$ cat src/rtl/dafa_pkg.sv
// dafa_pkg: shared width, state enum, Hamming(12,8) codec and encoded constants for the DAFA datapath
package dafa_pkg;
  localparam int DAFA_W = 12;
  localparam logic [DAFA_W-1:0] ENC_ZERO = 12'h000;
  localparam logic [DAFA_W-1:0] ENC_1 = 12'h007;
  localparam logic [DAFA_W-1:0] ENC_2 = 12'h019;
  localparam logic [DAFA_W-1:0] ENC_3 = 12'h01E;
  localparam logic [DAFA_W-1:0] ENC_4 = 12'h02A;
  localparam logic [DAFA_W-1:0] ENC_5 = 12'h02D;
  localparam logic [DAFA_W-1:0] ENC_6 = 12'h033;
  localparam logic [DAFA_W-1:0] ENC_7 = 12'h034;
  localparam logic [DAFA_W-1:0] ENC_11 = 12'h055;
  localparam logic [DAFA_W-1:0] ENC_254 = 12'hF70;
  localparam logic [DAFA_W-1:0] ENC_255 = 12'hF77;
  typedef enum logic [1:0] {IDLE, ACC, DONE} state_t;
  function automatic logic [7:0] dec(input logic [DAFA_W-1:0] c);
    return {c[11:8], c[6:4], c[2]};
  endfunction
  // parity bits sit at code positions 1,2,4,8 (indices 0,1,3,7)
  function automatic logic [DAFA_W-1:0] enc(input logic [7:0] d);
    logic [DAFA_W-1:0] c;
    c = {d[7:4], 1'b0, d[3:1], 1'b0, d[0], 2'b00};
    c[0] = ^(c & 12'h554);
    c[1] = ^(c & 12'h664);
    c[3] = ^(c & 12'h870);
    c[7] = ^(c & 12'hF00);
    return c;
  endfunction
endpackage

$ cat src/rtl/dafa.sv
// DAFA: combinational adder of two Hamming-encoded bytes plus carry-in; overflow on byte carry-out
module DAFA
  import dafa_pkg::*;
(
  input  logic [DAFA_W-1:0] x_in,
  input  logic [DAFA_W-1:0] y_in,
  input  logic              s_in,
  input  logic              ovf_in,
  output logic [DAFA_W-1:0] x_out,
  output logic [DAFA_W-1:0] y_out,
  output logic [DAFA_W-1:0] s_out,
  output logic              ovf_out
);
  logic [8:0] sum;
  assign sum = {1'b0, dec(x_in)} + {1'b0, dec(y_in)} + {8'd0, s_in};
  assign x_out = x_in;
  assign y_out = y_in;
  assign s_out = enc(sum[7:0]);
  assign ovf_out = ovf_in | sum[8];
endmodule

$ cat src/rtl/dafa_acc.sv
// dafa_acc: multi-operand accumulator folding a handshaked operand burst through one DAFA
module dafa_acc
  import dafa_pkg::*;
#(
  parameter int W = DAFA_W,
  parameter int LEN_W = 4
) (
  input  logic             clk,
  input  logic             rst,
  input  logic             start,
  input  logic [LEN_W-1:0] len,
  input  logic             op_valid,
  input  logic [W-1:0]     op_data,
  output logic             op_ready,
  output logic             res_valid,
  output logic [W-1:0]     res_data,
  output logic             res_ovf,
  input  logic             res_ready,
  output logic             busy
);
  state_t state, state_nx;
  logic [W-1:0] acc, s_out, dafa_x_unused, dafa_y_unused;
  logic [LEN_W-1:0] cnt;
  logic ovf, ovf_out, accept, launch;
  DAFA u_dafa (
    .x_in(acc),
    .y_in(op_data),
    .s_in(1'b0),
    .ovf_in(1'b0),
    .x_out(dafa_x_unused),
    .y_out(dafa_y_unused),
    .s_out(s_out),
    .ovf_out(ovf_out)
  );
  assign launch = (state == IDLE) & start;
  assign accept = op_valid & op_ready;
  always_comb begin
    op_ready = state == ACC;
    res_valid = state == DONE;
    res_data = res_valid ? acc : '0;
    res_ovf = res_valid & ovf;
    busy = state != IDLE;
    state_nx = launch ? (len == '0 ? DONE : ACC)
             : (accept && cnt == LEN_W'(1)) ? DONE
             : (res_valid && res_ready) ? IDLE
             : state;
  end
  always_ff @(posedge clk) begin
    if (rst) begin
      state <= IDLE;
      acc <= ENC_ZERO;
      cnt <= '0;
      ovf <= 1'b0;
    end else begin
      state <= state_nx;
      if (launch) begin
        acc <= ENC_ZERO;
        ovf <= 1'b0;
        cnt <= len;
      end else if (accept) begin
        acc <= s_out;
        ovf <= ovf | ovf_out;
        cnt <= cnt - 1'b1;
      end
    end
  end
endmodule

$ cat config.mk
export PLATFORM = sky130hd
export DESIGN_NAME = dafa_acc
export DESIGN_NICKNAME = d
export VERILOG_FILES = /design/src/rtl/dafa_pkg.sv /design/src/rtl/dafa.sv /design/src/rtl/dafa_acc.sv
export SDC_FILE = /design/constraint.sdc
export NUM_CORES = 1
export LEC_CHECK = 0
export ABC_CLOCK_PERIOD_IN_PS = 2450
export BUFFER_PORTS_ARGS = -buffer_cell sky130_fd_sc_hd__buf_2
export CORE_UTILIZATION = 49
export CTS_BUF_LIST = sky130_fd_sc_hd__clkbuf_4 sky130_fd_sc_hd__clkbuf_8 sky130_fd_sc_hd__clkbuf_16
export DETAILED_ROUTE_END_ITERATION = 7
export GPL_ROUTABILITY_DRIVEN = 0
export PLACE_DENSITY = 0.81
export SYNTH_ARGS = -nofsm -noshare
export SYNTH_HDL_FRONTEND = slang
export SYNTH_HIERARCHICAL = 1
export SYNTH_SLANG_ARGS = --single-unit
$ cat constraint.sdc
create_clock -name clk -period 2.45 [get_ports clk]
set_input_delay 0.3675 -clock clk [delete_from_list [all_inputs] [get_ports clk]]
set_output_delay 0.3675 -clock clk [all_outputs]
set_load 0.03 [all_outputs]
Word level (Yosys, flattened, before mapping). Cells that the tools add are included.

Register bits after elaboration: 19. Bits of input ports: 21. Output and inout bits: 16. Logic and storage cells: 32.

Add/subtract/negate cells: 2. Eq/ne operators: 3. Multiplexer cells: 7. Bitwise operators: 4. Reduce and logical (&&, ||, !) cells: 12.

Operator list (number): parity 12 bit (4); two-way mux 12 bit (1); adder 8 x 8 -> 9 bit (1); two-way mux 2 bit (4); two-way mux 4 bit (2); equality test 4 x 1 -> 1 bit (second input constant) (1); zero test 4 bit (1); nonzero test 2 bit (2); subtractor 4 x 1 -> 4 bit (second input constant) (1); AND 1 bit (3); nonzero test 3 bit (1); equality test 2 x 1 -> 1 bit (second input constant) (1); equality test 2 bit (second input constant) (1); logical AND 1 bit (2); zero test 2 bit (1); OR reduction 2 bit (1); OR 1 bit (1).

Longest topological paths before layout. Gate-level depths: netlist (run 1).

Word-level depth: 5. Mapped depth: 11. Depth with buffers taken out: 11.

By module. The synthesis (run 1) kept the hierarchy.

By module, submodules not included: dafa_acc (times used 1, cells each 114, area each 937.1 um^2, sequential area each 380.4 um^2); DAFA (times used 1, cells each 89, area each 690.7 um^2, sequential area each 0.0 um^2).

Worst setup path after synthesis (run 1). No wires, ideal clock.

Path kind: register -> register. From: register acc[2]. To: register acc[7]. Arrival time: 2578 ps. Path slack: -244 ps. Cell stages (with the launch flop): 12. Path buffers: 0. Path through: dfxtp_1 inv_1 fa_1 fa_1 nand2b_1 a21oi_1 xnor2_1 o2bb2ai_1 xor2_1 xnor3_1 nand2_1 a21oi_1.

Longest elaborated chain between the ends: 2.

Ends and longest elaborated chain: start, declared (line dafa_acc.sv:22) `logic [W-1:0] acc, s_out, dafa_x_unused, dafa_y_unused;`; start signal, assigned (line dafa_acc.sv:61) `acc <= s_out;`; adder 8 x 8 -> 9 bit (line dafa.sv:15) `assign sum = {1'b0, dec(x_in)} + {1'b0, dec(y_in)} + {8'd0, s_in};`; named net s_out[8] (line dafa_acc.sv:22); parity 12 bit (line dafa_pkg.sv:26) `c[7] = ^(c & 12'hF00);`; named net s_out[7] (line dafa_acc.sv:22).

The timed path passes the listed nets, and every way through them passes these cells. A chain may end at the register's enable or synchronous reset.

Final worst setup path (run 1).
From: register acc[2]. To: register acc[0].

Longest elaborated chain between the ends: 2.

Ends and longest elaborated chain: adder 8 x 8 -> 9 bit (line dafa.sv:15); parity 12 bit (line dafa_pkg.sv:23) `c[0] = ^(c & 12'h554);`; named net s_out[0] (line dafa_acc.sv:22).

The timed path passes the listed nets, and every way through them passes these cells.

==> run summary, run 1 <==
The maximum achievable frequency came out at about 400 MHz. The internal power came out at 547.2 uW. The tree is rooted in a sky130_fd_sc_hd__clkbuf_4. The HPWL reported at the end of detailed placement came out at 2.225 mm. The number of max-capacitance violations reported came out at 0. The total global routing overflow is 0.

After clock tree synthesis, the clock-pin slew on the worst setup and hold paths is 120 ps. The top fanout value on the critical path came out at 3. The count of pins on the block boundary is 37. Among cell families on the critical path, the largest total delay comes from adder cells. The total number of vias is 1342. The clock network fraction of design power came out at 20.2%.

Using the TritonRoute via totals, the vias-per-cell ratio works out to 5.283. The number of antenna violations at the first check in global routing is 0. The final core utilization came out at 64.24%.

Across all hold checks on the routed design, the worst slack comes to 323.5 ps. The CTS sink count came out at 19. The peak supply drop came out at 0.4000 mV. The net count reported at finish is 256. Setup repair after global routing could not meet its margin everywhere. The tightest min-delay check is of the in -> reg type.

In this run the most critical hold path is launched from rst. The global router's overall resource usage came out at 20.24%. The period utilization came out at 101.2%. The checks that failed: setup timing. The share of total power in sequential cells came out at 41.4%. The detailed router finished its first iteration with 53 violations. The global-route wire length before repair came out at around 5.2 mm. The power density over cell area is 459.4 nW/um^2. The switching share of total power came out at 33.34%. The leakage power came out at 0.0008281 uW. After clock tree synthesis, the flow added hold-fix buffers numbering 0. The largest incremental delay on the critical path came out at 370 ps. The slowest cell on the critical path is sky130_fd_sc_hd__fa_2. The ratio of cells with drive above 1 in the final layout is 30.49%. The worst-case clock buffer depth is 2. The share of total power dissipated in combinational logic is 38.4%.

The critical path is of the reg -> reg type. The number of buffers created by CTS is 3. The count of endpoints failing setup in the final report came out at 1. The number of inserted filler cells in the final layout came out at between 200 and 300. For the worst setup path, the data required time is 2690 ps. The data arrival time of the critical path is approximately 2700 ps. The worst hold endpoint is cnt[0]. Before antenna repair, the detailed router went through 4 iterations. The placeable core region is 2781 um^2.

The library cells used most frequently in the layout, excluding fill and tap cells, are 32 x sky130_fd_sc_hd__buf_2, 27 x sky130_fd_sc_hd__nand2_1, 18 x sky130_fd_sc_hd__a21oi_1, 18 x sky130_fd_sc_hd__dfxtp_1. The pin count of the biggest net entering global routing is 17. The die is around 56 um tall. In this run the remaining antenna-violating nets after routing total 0. The number of standard-cell rows in the floorplan is 19.

The switching power came out at 273.6 uW. The cell depth of the worst setup path came out at 12. The finished cells cover 1787 um^2. The number of slew-limit violations in the final report came to 0.

The final setup slack of the worst path came out at -28.56 ps. STA classifies the critical path startpoint as a flop. The library cell used most frequently in the layout, excluding fill and tap cells, is sky130_fd_sc_hd__buf_2. The number of cells on the worst hold path came out at 2. The sort of element at the end of the critical path is a flop. The floorplan step defined a die boundary enclosing between 3000 and 4000 um^2.

Timing analysis after detailed placement gives a worst setup slack of -150.7 ps. The signal on the critical path passes through inv_2 > fa_2 > fa_2 > nand2b_4 > a21oi_4 > mux2i_1 > o2bb2ai_1 > xor2_1 > buf_4 > xnor2_2 > nand2_1 > a21oi_1. Yosys printed 6 warnings. The worst register-to-register path ends at acc[0]. The hold violation total from the final report is 0.

In this run the register-to-register setup slack is -30 ps. Summing every instance area after synthesis gives 1448 um^2. For the worst flop-to-flop path, the logic depth is 12.

Across the routed clock network, the largest skew measured is 7.631 ps. The number of global-route vias before repair was 1210. The post-synthesis average cell area came out at 8.087 um^2. The area growth from synthesis to layout is 23.42%. The time the worst path needs with I/O delays and setup came out at 2479 ps. The number of H-tree levels is 1. The buffering stage count on the worst path with inverters included is 2. The number of buffers inserted by port buffering came out at 32. The worst register-to-register path begins at acc[2]. The antenna diode count came out at 0.

The remaining design rule violation count is 0. The cell count after synthesis came out at 179. The initial core utilization is 52.05%. TritonCTS built the clock tree. Among the stages of the critical path, the cell type that occurs most often is sky130_fd_sc_hd__fa_2. The average wire per standard cell is 11.78 um. The placed instance area came out at 1718 um^2. The die outline width came out at 56.36 um. The overall power consumption came out at ~820 uW. The sum of routed wire length over all layers came out at 2.991 mm. The flow ran to the end, but the final reports show violations. The later pin in the worst-skew pair is clocked with a latency of 300 ps.
==> power by group through the flow <==
stage	combinational [uW]	clock, uW	sequential (uW)
2_1_floorplan	237	0	341
3_3_place_gp	288	0	346
3_5_place_dp	292	0	347
4_1_cts	296	169	340
5_1_grt	348	188	343
6_report	316	165	340
==> stage by stage <==
stage | TNS [ps] | std cells
CTS | -24.52 | 253
detailed placement | -286.4 | 248
floorplan | -15.22 | 180
global route | -434.3 | 254
finish | -28.56 | 254
global placement | -196.0 | 248
==> cell type report <==
class | count | area [um^2] | area share (%)
clock buffers | 3 | 22.52 | 1.261
clock inverters | 1 | 5.005 | 0.2801
inverters | 14 | 52.55 | 2.941
multi-input cells | 142 | 1036 | 57.98
flip-flops and latches | 19 | 381.6 | 21.36
well taps | 31 | 38.79 | 2.171
repair buffers | 44 | 250.2 | 14.01
==> worst register-to-register path, delay by kind of cell (launching register included) <==
kind | cells | cell delay, ps
mux | 1 | 200
fa+ha+maj | 2 | 730
xor+xnor | 2 | 330
flops | 1 | 360
buf+inv | 2 | 200
compound gates | 3 | 370
simple gates | 2 | 230
==> sequential cells by signal (all words and copies together) (netlist names) <==
name,count
acc,12
cnt,4
state,2
ovf,1
==> timing repair <==
item                                    CTS  global route
buffers inserted                          1             1
cloned                                    0             0
resized for setup                         1             3
endpoints found under the setup margin    3             4
pin swaps                                 5             3
==> worst max-delay path by stage <==
stage	startpoint	to	slack [ps]
after global routing	acc[2]	acc[0]	-180
after detailed placement	op_data[2]	acc[7]	-150
final	acc[2]	acc[0]	-30
after global placement	op_data[2]	acc[7]	-110
after floorplan	acc[2]	acc[7]	-20
after CTS	acc[2]	acc[7]	-20
==> metal layers <==
metal	global-route usage [%]	vias up	part of all wire, %
met4	3.833	0	0.47
li1	-	692	-
met2	32.48	31	46
met5	0	-	0
met1	28.49	617	49
met3	3.917	2	4.8
No activity file was read; power rests on OpenSTA's default activity.
==> run 2, diff against run 1 <==
GPL_TIMING_DRIVEN = 0   (was default)
==> run summary, run 2 (synthesized netlist as in run 1, its figures left out) <==
The sort of element at the end of the critical path is a flop. In this run switching power makes up 32.69% of total power. The critical path is of the reg -> reg type.

The count of endpoints failing setup in the final report is 1. The number of global-route vias before repair was 1137. The final setup slack of the worst path is -39.68 ps. The endpoint identified for the worst register-to-register timing path is acc[7]. The global-route wire length before repair came out at 5.099 mm.

The clock tree root buffer cell is sky130_fd_sc_hd__clkbuf_4. The area growth from synthesis to layout is 20.40%. Hold is met by around 310 ps. The checks that failed: setup timing. Wires add up to a little under 3 mm.

The largest registers in the layout are acc x12, cnt x4, state x2. The register with the most flip-flops in the final layout is acc. The top cell types in the final layout, fill and taps aside, are 34 x sky130_fd_sc_hd__buf_2, 27 x sky130_fd_sc_hd__nand2_1, 18 x sky130_fd_sc_hd__a21oi_1, 18 x sky130_fd_sc_hd__dfxtp_1. The reg-to-reg critical path startpoint is acc[4]. After clock tree synthesis, the flow added hold-fix buffers numbering 0.

The floorplan step defined a die boundary enclosing 3176 um^2. The maximum achievable frequency came out at 401.7 MHz. Counting I/O delays and the setup requirement, the final critical path takes 2490 ps. The clock insertion delay at the later pin of the skew report came out at 310 ps. The power density over cell area came out at roughly 470 nW/um^2.

The post-route setup TNS is -39.68 ps. The clock net in this run drives a total of 19 sinks. The register clock-pin slew on the reported worst setup and hold paths is roughly 110 ps.

The analysis attributes to net switching a power of 265.5 uW. The clock network accounts for 22.0% of the total power. Once detail routing completed, the nets flagged for antenna violations numbered 0. Global routing used 20.72% of the available tracks. For the worst setup path, the data arrival time is 2700 ps. Setup repair after global routing could not meet its margin everywhere. The overall power consumption is 812.0 uW. The number of standard-cell rows in the floorplan is 19. For the worst setup path, the data required time is 2660 ps. The worst register-to-register path has a depth of 9. The slack of the worst reg-to-reg path came out at -40 ps. For this run, design rule violations remaining after detail routing come to 0.

The number of H-tree levels came out at 1. The count of pins on the block boundary came out at 37. The flip-flop count of the largest register after layout is 12. In this run the tool buffered the top-level ports with 32 buffer cells. Following the worst setup path forward leads to its endpoint at acc[7]. The sort of element at the start of the critical path is a flop. The placeable core region is 2781 um^2.

The final setup skew came out at about 2.7 ps. The total number of vias is 1307. The peak supply drop came out at 0.4239 mV. The average wire per standard cell came out at 11.80 um.

The number of buffers created by CTS is 3. The net count reported at finish is 252. The period utilization is 101.6%. Of the total power, registers draw 41.4%. Cell internal power was estimated by the tool at 546.6 uW. The leakage power is 0.0007887 uW. The average vias per placed instance is 5.228.

The count of routing violations after the opening detailed-route iteration is 50. Leaving out fill and tap cells, the most frequent cell in the layout is sky130_fd_sc_hd__buf_2. The sequential cell area in the final layout is 381.6 um^2. The worst min-delay path class is in -> reg. TritonCTS built the clock tree. The number of inserted filler cells in the final layout is 259. The most critical setup path has its startpoint at acc[4]. The area occupied by multi-input gates is 1017 um^2. The hold violation total from the final report is 0. The repair_antennas step left the layout with diodes totalling 0.

The ratio of cells with drive above 1 in the final layout is 28.31%. The run finished, with violations left. The pin count of the biggest net entering global routing is 11.

The number of antenna violations at the first check in global routing came out at 0. The die outline width came out at roughly 56 um. The initial core utilization came out at between 50% and 60%.

The number of iterations in the first detailed-routing pass is 4. The number of slew-limit violations in the final report is 0. The number of max-capacitance violations reported is 0.

Of all nets on the critical path, the largest fanout is 4. Global routing finished with a remaining overflow of 0. Combinational cells account for 36.6% of the total power. The HPWL reported at the end of detailed placement came out at 2.243 mm. The clock passes through at most 2 buffers. The height of the die came out at 56.36 um.
[run 2: cell types whose count changed in the layout (fill, tap and decap cells not counted), sizes merged]
cell,delta
clkbuf,+1
clkinv,-1
buf,-4
[run 2: area by class of cell]
| cell class | count | share of cell area [%] |
|---|---|---|
| sequential | 19 | 21.90 |
| clock buffer | 4 | 1.723 |
| multi-input combinational | 142 | 58.36 |
| inverter | 14 | 3.015 |
| buffer | 5 | 2.297 |
| tap | 31 | 2.225 |
| timing repair buffer | 35 | 10.48 |
[run 2: timing repair]
action,4_1_cts,5_1_grt
buffers inserted,3,0
pin swaps,5,1
setup endpoints to repair,3,3
gates cloned,0,0
gates resized for setup,2,0
[run 2: critical path, cell delays in order (launching register included)]
cell	delay, ps
sky130_fd_sc_hd__dfxtp_1	350
sky130_fd_sc_hd__ha_1	290
sky130_fd_sc_hd__nor2b_4	130
sky130_fd_sc_hd__o31a_1	280
sky130_fd_sc_hd__or3_1	350
sky130_fd_sc_hd__a31oi_1	200
sky130_fd_sc_hd__xnor2_1	230
sky130_fd_sc_hd__xnor3_1	450
sky130_fd_sc_hd__nand2_1	60
sky130_fd_sc_hd__a21oi_1	50
[run 2: power by group through the flow]
stage | Clock, uW | Combinational, uW | Sequential (uW)
3_3_place_gp | 0 | 286 | 343
3_5_place_dp | 0 | 291 | 343
2_1_floorplan | 0 | 237 | 341
4_1_cts | 188 | 298 | 336
6_report | 179 | 297 | 336
5_1_grt | 196 | 328 | 339
[run 2: routing by layer]
| layer | vias up | track usage [%] | part of all wire, % |
|---|---|---|---|
| li1 | 685 | - | - |
| met1 | 586 | 27.01 | 47 |
| met2 | 29 | 33.16 | 46 |
| met3 | 7 | 5.530 | 5.2 |
| met4 | 0 | 6.969 | 1.6 |
| met5 | - | 0 | 0 |
[run 2: worst min path at each step]
stage	endpoint	slack, ps	cells after the start	start
after global routing	cnt[2]	320	2	rst
final	cnt[2]	310	2	rst
after global placement	acc[3]	440	2	acc[3]
after floorplan	ovf	430	2	ovf
after detailed placement	acc[3]	450	2	acc[3]
after CTS	cnt[0]	310	2	rst
[run 2: stage by stage]
| step | std cells | util [%] | cell area [um^2] | setup WS [ps] |
|---|---|---|---|---|
| 3_3_place_gp | 243 | 60.50 | 1683 | -201.9 |
| 5_1_grt | 250 | 62.66 | 1743 | -220.1 |
| 6_report | 250 | 62.66 | 1743 | -39.68 |
| 4_1_cts | 250 | 62.66 | 1743 | -36.69 |
| 2_1_floorplan | 180 | - | 1484 | -15.22 |
| 3_5_place_dp | 243 | 60.50 | 1683 | -220.2 |
==> run 3, diff against run 2 <==
CAP_MARGIN = 20   (was default)
CORE_UTILIZATION = 45   (was 49)
PLACE_DENSITY = 0.76   (was 0.81)
SLEW_MARGIN = 40   (was default)
==> run summary, run 3 (synthesized netlist as in run 1, its figures left out) <==
The run finished, with violations left. The final reports fail on setup timing. Of the cells placed in the final design, the portion with a size suffix greater than 1 is 30.14%. The number of buffers created by CTS is 3. After floorplanning, the core was divided into 20 placement rows. The clock network fraction of design power came out at 20.6%.

The total global routing overflow came out at 0. 0 antenna diodes ended up in the layout. The switching power came out at 275.8 uW.

For this run, the detailed router's first-pass iteration total came to 4. The placeable core region came out at 3053 um^2. Entering global routing, the biggest net connects 12 pins. Max-cap violations in this run came to 0. The data arrival time of the critical path came out at 2740 ps. The clock arrives with 3.619 ps of skew. TritonCTS built the clock tree. The post-layout instance count excluding filler cells is between 200 and 300. The leakage power came out at 0.0008060 uW. The final core utilization came out at 58.44%. The total number of vias came out at 1318.

The internal power is 537.7 uW. The time the worst path needs with I/O delays and setup is 2522 ps. Setup repair after global routing could not meet its margin everywhere. In the layout the commonest cells are 34 x sky130_fd_sc_hd__buf_2, 27 x sky130_fd_sc_hd__nand2_1, 18 x sky130_fd_sc_hd__a21oi_1, 18 x sky130_fd_sc_hd__dfxtp_1. The number of buffers inserted by port buffering came out at 32.

The critical path is of the reg -> reg type. The number of antenna violations at the first check in global routing came out at 0. The first global-routing pass estimated 5.313 mm of wire. The power density over cell area is ~460 nW/um^2. The tree is rooted in a sky130_fd_sc_hd__clkbuf_4. The hold violation total from the final report is 0.

From left edge to right edge, the die measures just under 60 um. The register clock-pin slew on the reported worst setup and hold paths came out at 120 ps. The worst-case clock buffer depth came out at 2. The overall die area is 3448 um^2. In this run the vertical extent of the chip is 58.72 um. The number of slew-limit violations in the final report is 0. The register bank with the most flops is acc. The endpoint required time on the critical path came out at 2670 ps.

In the final layout, the registers with the most flip-flops are acc x12, cnt x4, state x2. The count of nets left with antenna violations once routing finished came out at 0. The initial core utilization is 47.42%.

The total instance count after detailed placement came out at 256. The number of H-tree levels came out at 1. STA classifies the critical path startpoint as a flop. The period utilization came out at 102.9%. The register with the most flip-flops in the layout has 12 of them. The peak supply drop came out at 0.1770 mV. The final setup slack of the worst path is -71.61 ps. The final layout contains routed wiring with a total length of 3.168 mm.

The count of pins on the block boundary is 37. The count of endpoints failing setup in the final report came out at 3. The net count reported at finish came out at ~250. The share of total power in sequential cells is a little over 40%. Dividing the detail-routed wire length by the instance count gives between 10 and 15 um. The most common library cell in the layout ignoring fill and taps is sky130_fd_sc_hd__buf_2.

The remaining design rule violation count came out at 0. The later pin in the worst-skew pair is clocked with a latency of 310 ps. The sort of element at the end of the critical path is a flop.

The area growth from synthesis to layout is 23.25%. After routing, the total negative slack on setup checks comes to -91.89 ps. The maximum achievable frequency came out at 396.6 MHz. The global router's overall resource usage is approximately 20%. The clock net in this run drives a total of 19 sinks. The count of routing violations after the opening detailed-route iteration is 83.

The HPWL reported at the end of detailed placement is roughly 2.3 mm. The switching share of total power came out at 33.90%. The number of global-route vias before repair was about 1200. Per report_power, the combinational group accounts for a little under two fifths of the total. Along the worst path, the maximum fanout reaches 3. The tightest min-delay check is of the in -> reg type. Dividing the detail-routed via count by the number of cells gives roughly 5.
[run 3: critical path: stages (launching register included)]
cell	delay, ps
sky130_fd_sc_hd__dfxtp_2	360
sky130_fd_sc_hd__inv_2	40
sky130_fd_sc_hd__fa_2	390
sky130_fd_sc_hd__fa_2	370
sky130_fd_sc_hd__nand2b_4	170
sky130_fd_sc_hd__a21oi_4	170
sky130_fd_sc_hd__mux2i_1	270
sky130_fd_sc_hd__o2bb2ai_2	110
sky130_fd_sc_hd__xor2_2	190
sky130_fd_sc_hd__xnor3_1	230
sky130_fd_sc_hd__nand2_1	60
sky130_fd_sc_hd__a21oi_1	50
[run 3: layout make-up]
cell class,count,area [um^2]
fill,305,1269
multi-input combinational,142,1045
timing repair buffer,35,182.7
clock inverter,1,5.005
sequential,19,381.6
clock buffer,3,22.52
tap,44,55.05
buffer,5,40.04
inverter,14,52.55
[run 3: power by group through the flow]
stage,clock (uW),sequential [uW],combinational [uW]
finish,168,337,309
global placement,0,343,288
floorplan,0,341,237
CTS,172,337,308
global route,186,339,340
detailed placement,0,344,293
[run 3: per-stage QoR]
| step | setup slack (ps) | hold slack, ps | total power [uW] | instance area (um^2) |
|---|---|---|---|---|
| 4_1_cts | 0.9452 | 300.0 | 816.4 | 1784 |
| 5_1_grt | -158.3 | 295.0 | 865.9 | 1784 |
| 6_report | -71.61 | 311.1 | 813.5 | 1784 |
| 3_3_place_gp | -204.6 | 437.3 | 630.6 | 1699 |
| 2_1_floorplan | -15.22 | 428.5 | 578.3 | 1484 |
| 3_5_place_dp | -244.3 | 447.9 | 637.2 | 1699 |
[run 3: final timing paths]
kind / cells past startpoint / slack (ps) / end / startpoint
worst max-delay path: 11 / -70 / acc[7] / acc[2]
worst min-delay path: 2 / 310 / cnt[2] / rst
worst max register to register: 11 / -70 / acc[7] / acc[2]
worst min register to register: 2 / 460 / acc[7] / acc[7]
[run 3: per-layer routing]
metal	vias to the layer above	track usage, %	wire length (um)
met5	-	0	0
met4	0	9.184	53
met3	4	1.319	79
met2	22	32.31	1418
met1	611	27.99	1617
li1	681	-	-
[run 3: repair_timing]
action                     in CTS  in global routing
setup endpoints to repair       3                  4
resized for setup               6                  0
hold buffers                    0                  0
buffers inserted                3                  0
pin swaps                       8                  2
